`src/rtl/avl_arb2.sv`:
```
// Two-master to one-slave Avalon-MM arbiter: fair round-robin, one transfer per grant.
// The owning master's signals pass straight through to the slave; the other master is stalled.
module avl_arb2 #(
  parameter int ADDR_W = 16,
  parameter int DATA_W = 32
) (
  input  logic              clk,
  input  logic              rst,

  input  logic              m0_chipselect,
  input  logic              m0_read_n,
  input  logic              m0_write_n,
  input  logic [ADDR_W-1:0] m0_address,
  input  logic [DATA_W-1:0] m0_writedata,
  output logic [DATA_W-1:0] m0_readdata,
  output logic              m0_waitrequest,

  input  logic              m1_chipselect,
  input  logic              m1_read_n,
  input  logic              m1_write_n,
  input  logic [ADDR_W-1:0] m1_address,
  input  logic [DATA_W-1:0] m1_writedata,
  output logic [DATA_W-1:0] m1_readdata,
  output logic              m1_waitrequest,

  output logic              s_chipselect,
  output logic              s_read_n,
  output logic              s_write_n,
  output logic [ADDR_W-1:0] s_address,
  output logic [DATA_W-1:0] s_writedata,
  input  logic [DATA_W-1:0] s_readdata,
  input  logic              s_waitrequest,

  output logic [1:0]        owner
);

  // Encoding doubles as the debug owner code.
  typedef enum logic [1:0] {
    IDLE = 2'b00,
    OWN0 = 2'b01,
    OWN1 = 2'b10
  } state_t;

  state_t state, state_nxt;
  logic   last, last_nxt;   // master served most recently; the other one wins a tie

  always_ff @(posedge clk) begin
    // NOTE: state registers use non-blocking assignments so every flop samples pre-edge values.
    if (rst) begin
      state <= IDLE;
      last  <= 1'b1;
    end else begin
      state <= state_nxt;
      last  <= last_nxt;
    end
  end

  always_comb begin
    // NOTE: every combinational output gets a default first, so no path can infer a latch.
    state_nxt = state;
    last_nxt  = last;
    unique case (state)
      IDLE: begin
        if (m0_chipselect && m1_chipselect) state_nxt = last ? OWN0 : OWN1;
        else if (m0_chipselect)             state_nxt = OWN0;
        else if (m1_chipselect)             state_nxt = OWN1;
      end
      OWN0: begin
        if (!m0_chipselect) begin
          state_nxt = m1_chipselect ? OWN1 : IDLE;
        end else if (!s_waitrequest) begin
          last_nxt = 1'b0;
          if (m1_chipselect) state_nxt = OWN1;
        end
      end
      OWN1: begin
        if (!m1_chipselect) begin
          state_nxt = m0_chipselect ? OWN0 : IDLE;
        end else if (!s_waitrequest) begin
          last_nxt = 1'b1;
          if (m0_chipselect) state_nxt = OWN0;
        end
      end
      default: state_nxt = IDLE;
    endcase
  end

  // Slave mux depends only on state and master inputs, never on s_waitrequest.
  always_comb begin
    s_chipselect = 1'b0;
    s_read_n     = 1'b1;
    s_write_n    = 1'b1;
    s_address    = '0;
    s_writedata  = '0;
    unique case (state)
      OWN0: begin
        s_chipselect = m0_chipselect;
        s_read_n     = m0_read_n;
        s_write_n    = m0_write_n;
        s_address    = m0_address;
        s_writedata  = m0_writedata;
      end
      OWN1: begin
        s_chipselect = m1_chipselect;
        s_read_n     = m1_read_n;
        s_write_n    = m1_write_n;
        s_address    = m1_address;
        s_writedata  = m1_writedata;
      end
      default: ;
    endcase
  end

  assign m0_waitrequest = (state == OWN0) ? s_waitrequest : 1'b1;
  assign m1_waitrequest = (state == OWN1) ? s_waitrequest : 1'b1;
  assign m0_readdata    = s_readdata;
  assign m1_readdata    = s_readdata;
  assign owner          = state;

endmodule

```
`config.mk`:
```
export PLATFORM = sky130hd
export DESIGN_NAME = avl_arb2
export DESIGN_NICKNAME = d
export VERILOG_FILES = /design/src/rtl/avl_arb2.sv
export SDC_FILE = /design/constraint.sdc
export NUM_CORES = 1
export LEC_CHECK = 0
export BUFFER_PORTS_ARGS = -buffer_cell sky130_fd_sc_hd__buf_2
export CAP_MARGIN = 40
export CORE_AREA = 2 2 100 102
export CTS_CLUSTER_DIAMETER = 150
export DETAILED_ROUTE_END_ITERATION = 12
export DIE_AREA = 0 0 102 104
export GPL_TIMING_DRIVEN = 0
export REMOVE_ABC_BUFFERS = 1
export SLEW_MARGIN = 20
export SYNTH_ARGS = -nofsm -noshare
export SYNTH_HDL_FRONTEND = slang
export SYNTH_SLANG_ARGS = --single-unit
```
`constraint.sdc`:
```
create_clock -name clk -period 2.4 [get_ports clk]
set_input_delay 0 -clock clk [delete_from_list [all_inputs] [get_ports clk]]
set_output_delay 0 -clock clk [all_outputs]
set_load 0.1 [all_outputs]
```
; ---- Word level (Yosys, flattened, before mapping)
; Index checks and enable logic that the tools add are counted.
[totals]
reg_bits = 3
input_bits = 137
word_cells = 40
out_inout_bits = 119
[classes]
n_eq_ne = 9
muxes = 24
reduce_logical = 5
[op_table]
columns = op, count
row1 = 32-bit one-hot mux with 2 select lines, 1
row2 = 16-bit one-hot mux with 2 select lines, 1
row3 = 2-bit two-way mux, 10
row4 = 3-bit inequality test (second input constant), 3
row5 = 2-bit inequality test (second input constant), 4
row6 = 1-bit one-hot mux with 2 select lines, 4
row7 = 1-bit two-way mux, 7
row8 = 2-bit one-hot mux with 3 select lines, 1
row9 = 5-bit AND reduction, 1
row10 = 3-bit AND reduction, 1
row11 = 2-bit by 1-bit equality test with 1-bit output (second input constant), 1
row12 = 2-bit equality test (second input constant), 1
row13 = 2-bit zero test, 1
row14 = 2-bit nonzero test, 1
row15 = 1-bit logical AND, 1

; ---- Longest topological paths before layout
[logic_depth]
word_depth = 4
depth_mapped = 7
mapped_depth_nobuf = 6

; ---- Worst setup path before layout
; No wires, ideal clock.
[synth_path]
path_kind = reg2out
startpoint = register state[0], in the netlist owner[0]
endpoint = output s_chipselect
path_stages_with_launch = 4
required_ps = 2400
path_buffers = 0
arrival_ps = 3865
path_slack_ps = -1465
path_cell_list = dfxtp_1 inv_1 ha_1 a21boi_0
[synth_via]
elab_chain_cells = 2
word_cells_on_any_way = 3
classes_between = eq/ne (2) / mux (1)
[synth_lines]
columns = element, line_no
row1 = "start, declared", 44  ; state_t state, state_nxt;
row2 = "start signal, assigned", 53  ; state <= state_nxt;
row3 = 2-bit equality test or 2-bit by 1-bit equality test with 1-bit output (tied branches), 95  ; unique case (state)
row4 = 1-bit one-hot mux with 2 select lines (*), 95
row5 = "end, declared", 26  ; output logic s_chipselect,
; Mark *: on every way between the ends. The rest lies on a longest branch, timed or not.

; ---- Worst setup path in the final report
[layout_path]
startpoint = register state[0], in the netlist owner[0]
endpoint = register state[1], in the netlist owner[1]
[layout_via]
elab_chain_cells = 3
word_cells_on_any_way = 8
classes_between = eq/ne (5) / mux (1) / reduce/logical (2)
[layout_lines]
columns = element, line_no
row1 = 2-bit equality test or 2-bit by 1-bit equality test with 1-bit output (tied branches), 62  ; unique case (state)
row2 = 3-bit inequality test (no line), --
row3 = 3-bit AND reduction (no line), --
; Several ways; a longest one is shown, not always the timed one.
; A chain may end at the register's enable or synchronous reset.

==> impl_metrics.ini <==
[drt]
drt_iter0_markers = 75
wirelength_mm = 8.26
vias = 1970
highest_layer = met5
drcViolationCount = 0
wl_per_cell_um = 18.6
viasPerCell = 4.45
drtPass1Iterations = 4
route.layer.met1.wl_mm = 3.39
wl_met3_mm = 1.58
wl_met2_mm = 3.20
ant_nets = 0

[yosys]
synth_fa_ha_area_share_pct = 4.74
avgSynthCellArea_um2 = 7.03
synth_ff_type = dfxtp_1
synth_commonest_cells = 64 x buf_4, 51 x nor2b_1, 50 x a22oi_1
synthArstFlopShare_pct = 0
yosys.area_share.simple_pct = 25.9
yosys-top-cells-area = buf_4 30%, a22oi_1 24%, nor2b_1 20%
synth_top_family_by_area = buffers and inverters
synth_top_area_share_pct = 30.4
synth-xor-area-share_pct = 0
synth-edff-count = 0
syn_area_mm2 = 0.00158
yosysMostFrequentCell = buf_4
ys_ff_latch = 3
syn_inst = 225
synth_cell_type_count = 29
ys_warn_count = 0
synth-compound-area-share_pct = 30.4
ys_seq_area_share_pct = 3.79
synth_area_leader_cell = buf_4
muxShareOfSynthArea_pct = 0

[setup_path]
cp-start-kind = register
worstPathRequired_ps = 2530
crit_arrival_ps = 2340
cp_slowest_stage_delay_ps = 500
path_max_fanout = 7
crit_chain = inv_1, ha_1, and2_1, or4b_1, a221o_1, a31oi_1
crit_path_top_delay_cell = or4b_1
critPathKind = reg2reg
critPathCaptureType = register

[cts]
worstSkewPairLatency_ps = 210
cts_tree = yes
root_buffer = clkbuf_8
cts_setup_buffers = 0
clockBufferDepth = 2
clock_sinks = 3
clk_pin_slew_ps = 30
htree_levels = 1
cts_made_buffers = 3

[timing]
relSlewSlack_pct = 65.0
setup_violations = 0
period_share_pct = 92.0
timing.fmax_ghz = 0.453
period_needed_ps = 2210
rsz0062_at_grt = no
timing_worst_slew_pin_value_ps = 528
final_hold_viol_count = 0
slew_viol_final = 0
skew_ps = 2.86

[global_route]
grt_pass1_wl_mm = 10.6
overflow = 0
grt_pass1_vias = 1769
grt_usage_pct = 13.4
grt_max_degree = 52
antenna_found_initial = 0

[power]
p_leak_nw = 1.03
peakVddDrop_uv = 581
power_density_mw_per_mm2 = 969

[place]
io_buffers = 159
globalplace.congestion = 0.789
dp.cells = 438
dpl_cell_area_mm2 = 0.00206
hpwl_mm = 6.78

[die]
fp.dieW_um = 102
fp-row-count = 36
core_area_mm2 = 0.00955
io_pins = 256
initial_core_util_pct = 16.6
die_y_um = 104
die_area_mm2 = 0.0106

[final_layout]
syn_to_final_growth_pct = 35.7
seq_area_um2 = 61.3
design_area_mm2 = 0.00215
fin_util_pct = 22.5
fillers = 1092
antennaDiodeCount = 0
stdcell_count = 443
drive_above_1_share_pct = 55.2
multi_input_area_mm2 = 0.00100
layout.nets = 454

[run_status]
outcome = complete, no violations

[flow_run]
max_cap_viol_count = 0

[worst_hold_path]
hold_class = in2out
sequential cells by signal, summed over array words and instances, names as in the netlist:
name   cells
owner      2
last       1
where the power goes:
part / internal (W) / switching [W] / total, W
registers: 0.0000621 / 0.0000211 / 0.0000832
clock network: 0.000113 / 0.0000301 / 0.000143
logic: 0.000466 / 0.00139 / 0.00186
total: 0.000641 / 0.00144 / 0.00208
cells by family (layout without fill, tap and decap cells):
family / after synthesis / count (layout)
AO/OA/AOI/OAI: 65 / 65
flip-flops: 3 / 3
AND/OR/NAND/NOR: 67 / 67
buffers and inverters: 84 / 169
adder cells (fa/ha/maj): 6 / 6
stage by stage:
step | worst slack [ps] | setup TNS, ps | hold WS (ps) | power [W]
global placement | -569 | -20240 | 1.21 | 0.00185
detailed placement | 167 | 0 | 1.21 | 0.00191
finish | 192 | 0 | 0.564 | 0.00208
global route | 94.1 | 0 | 0.668 | 0.00218
floorplan | -2140 | -69230 | 0 | 0.00151
CTS | 69.8 | 0 | 1.21 | 0.00208
timing repair:
item	CTS	global route
setup endpoints to repair	10	12
hold buffers	1	0
resized for setup	1	3
endpoints found under the hold margin	1	0
cells in the final DEF (no fill, tap or decap), types with 2 or more instances in the layout:
cell	n
nor2b_1	51
ha_1	3
a22oi_1	50
clkbuf_8	3
dfxtp_1	2
buf_2	159
o21ai_0	4
inv_1	3
buf_16	2
nor2_1	2
nand2b_1	3
ha_4	3
nand2_1	6
path summary, 6_finish.rpt:
path / startpoint / to / slack [ps] / cells past startpoint
worst min register to register: last / last / 580 / 2
worst min-delay path: s_readdata[20] / m1_readdata[20] / 0.6 / 0
worst max register to register: owner[0] / owner[1] / 190 / 6
worst max-delay path: owner[0] / owner[1] / 190 / 6
worst max-delay path, delay by kind of cell, from the launching register on:
family	cells	cell delay [ps]
simple gates	2	710
compound gates	2	500
flops	1	400
buf+inv	1	180
fa+ha+maj	1	350
routing by layer:
layer	GRT usage [%]	up-vias
met2	18.0	175
met4	1.52	2
li1	-	893
met1	15.2	896
met3	12.6	4
met5	10.8	-
area by class of cell:
class                           count  share of cell area (%)
Timing Repair Buffer              162                    40.1
Tap cell                          133                    7.75
Sequential cell                     3                    2.85
Inverter                            3                   0.524
Multi-Input combinational cell    138                    46.7
Clock buffer                        4                    2.10
No activity file was read; power rests on OpenSTA's default activity.
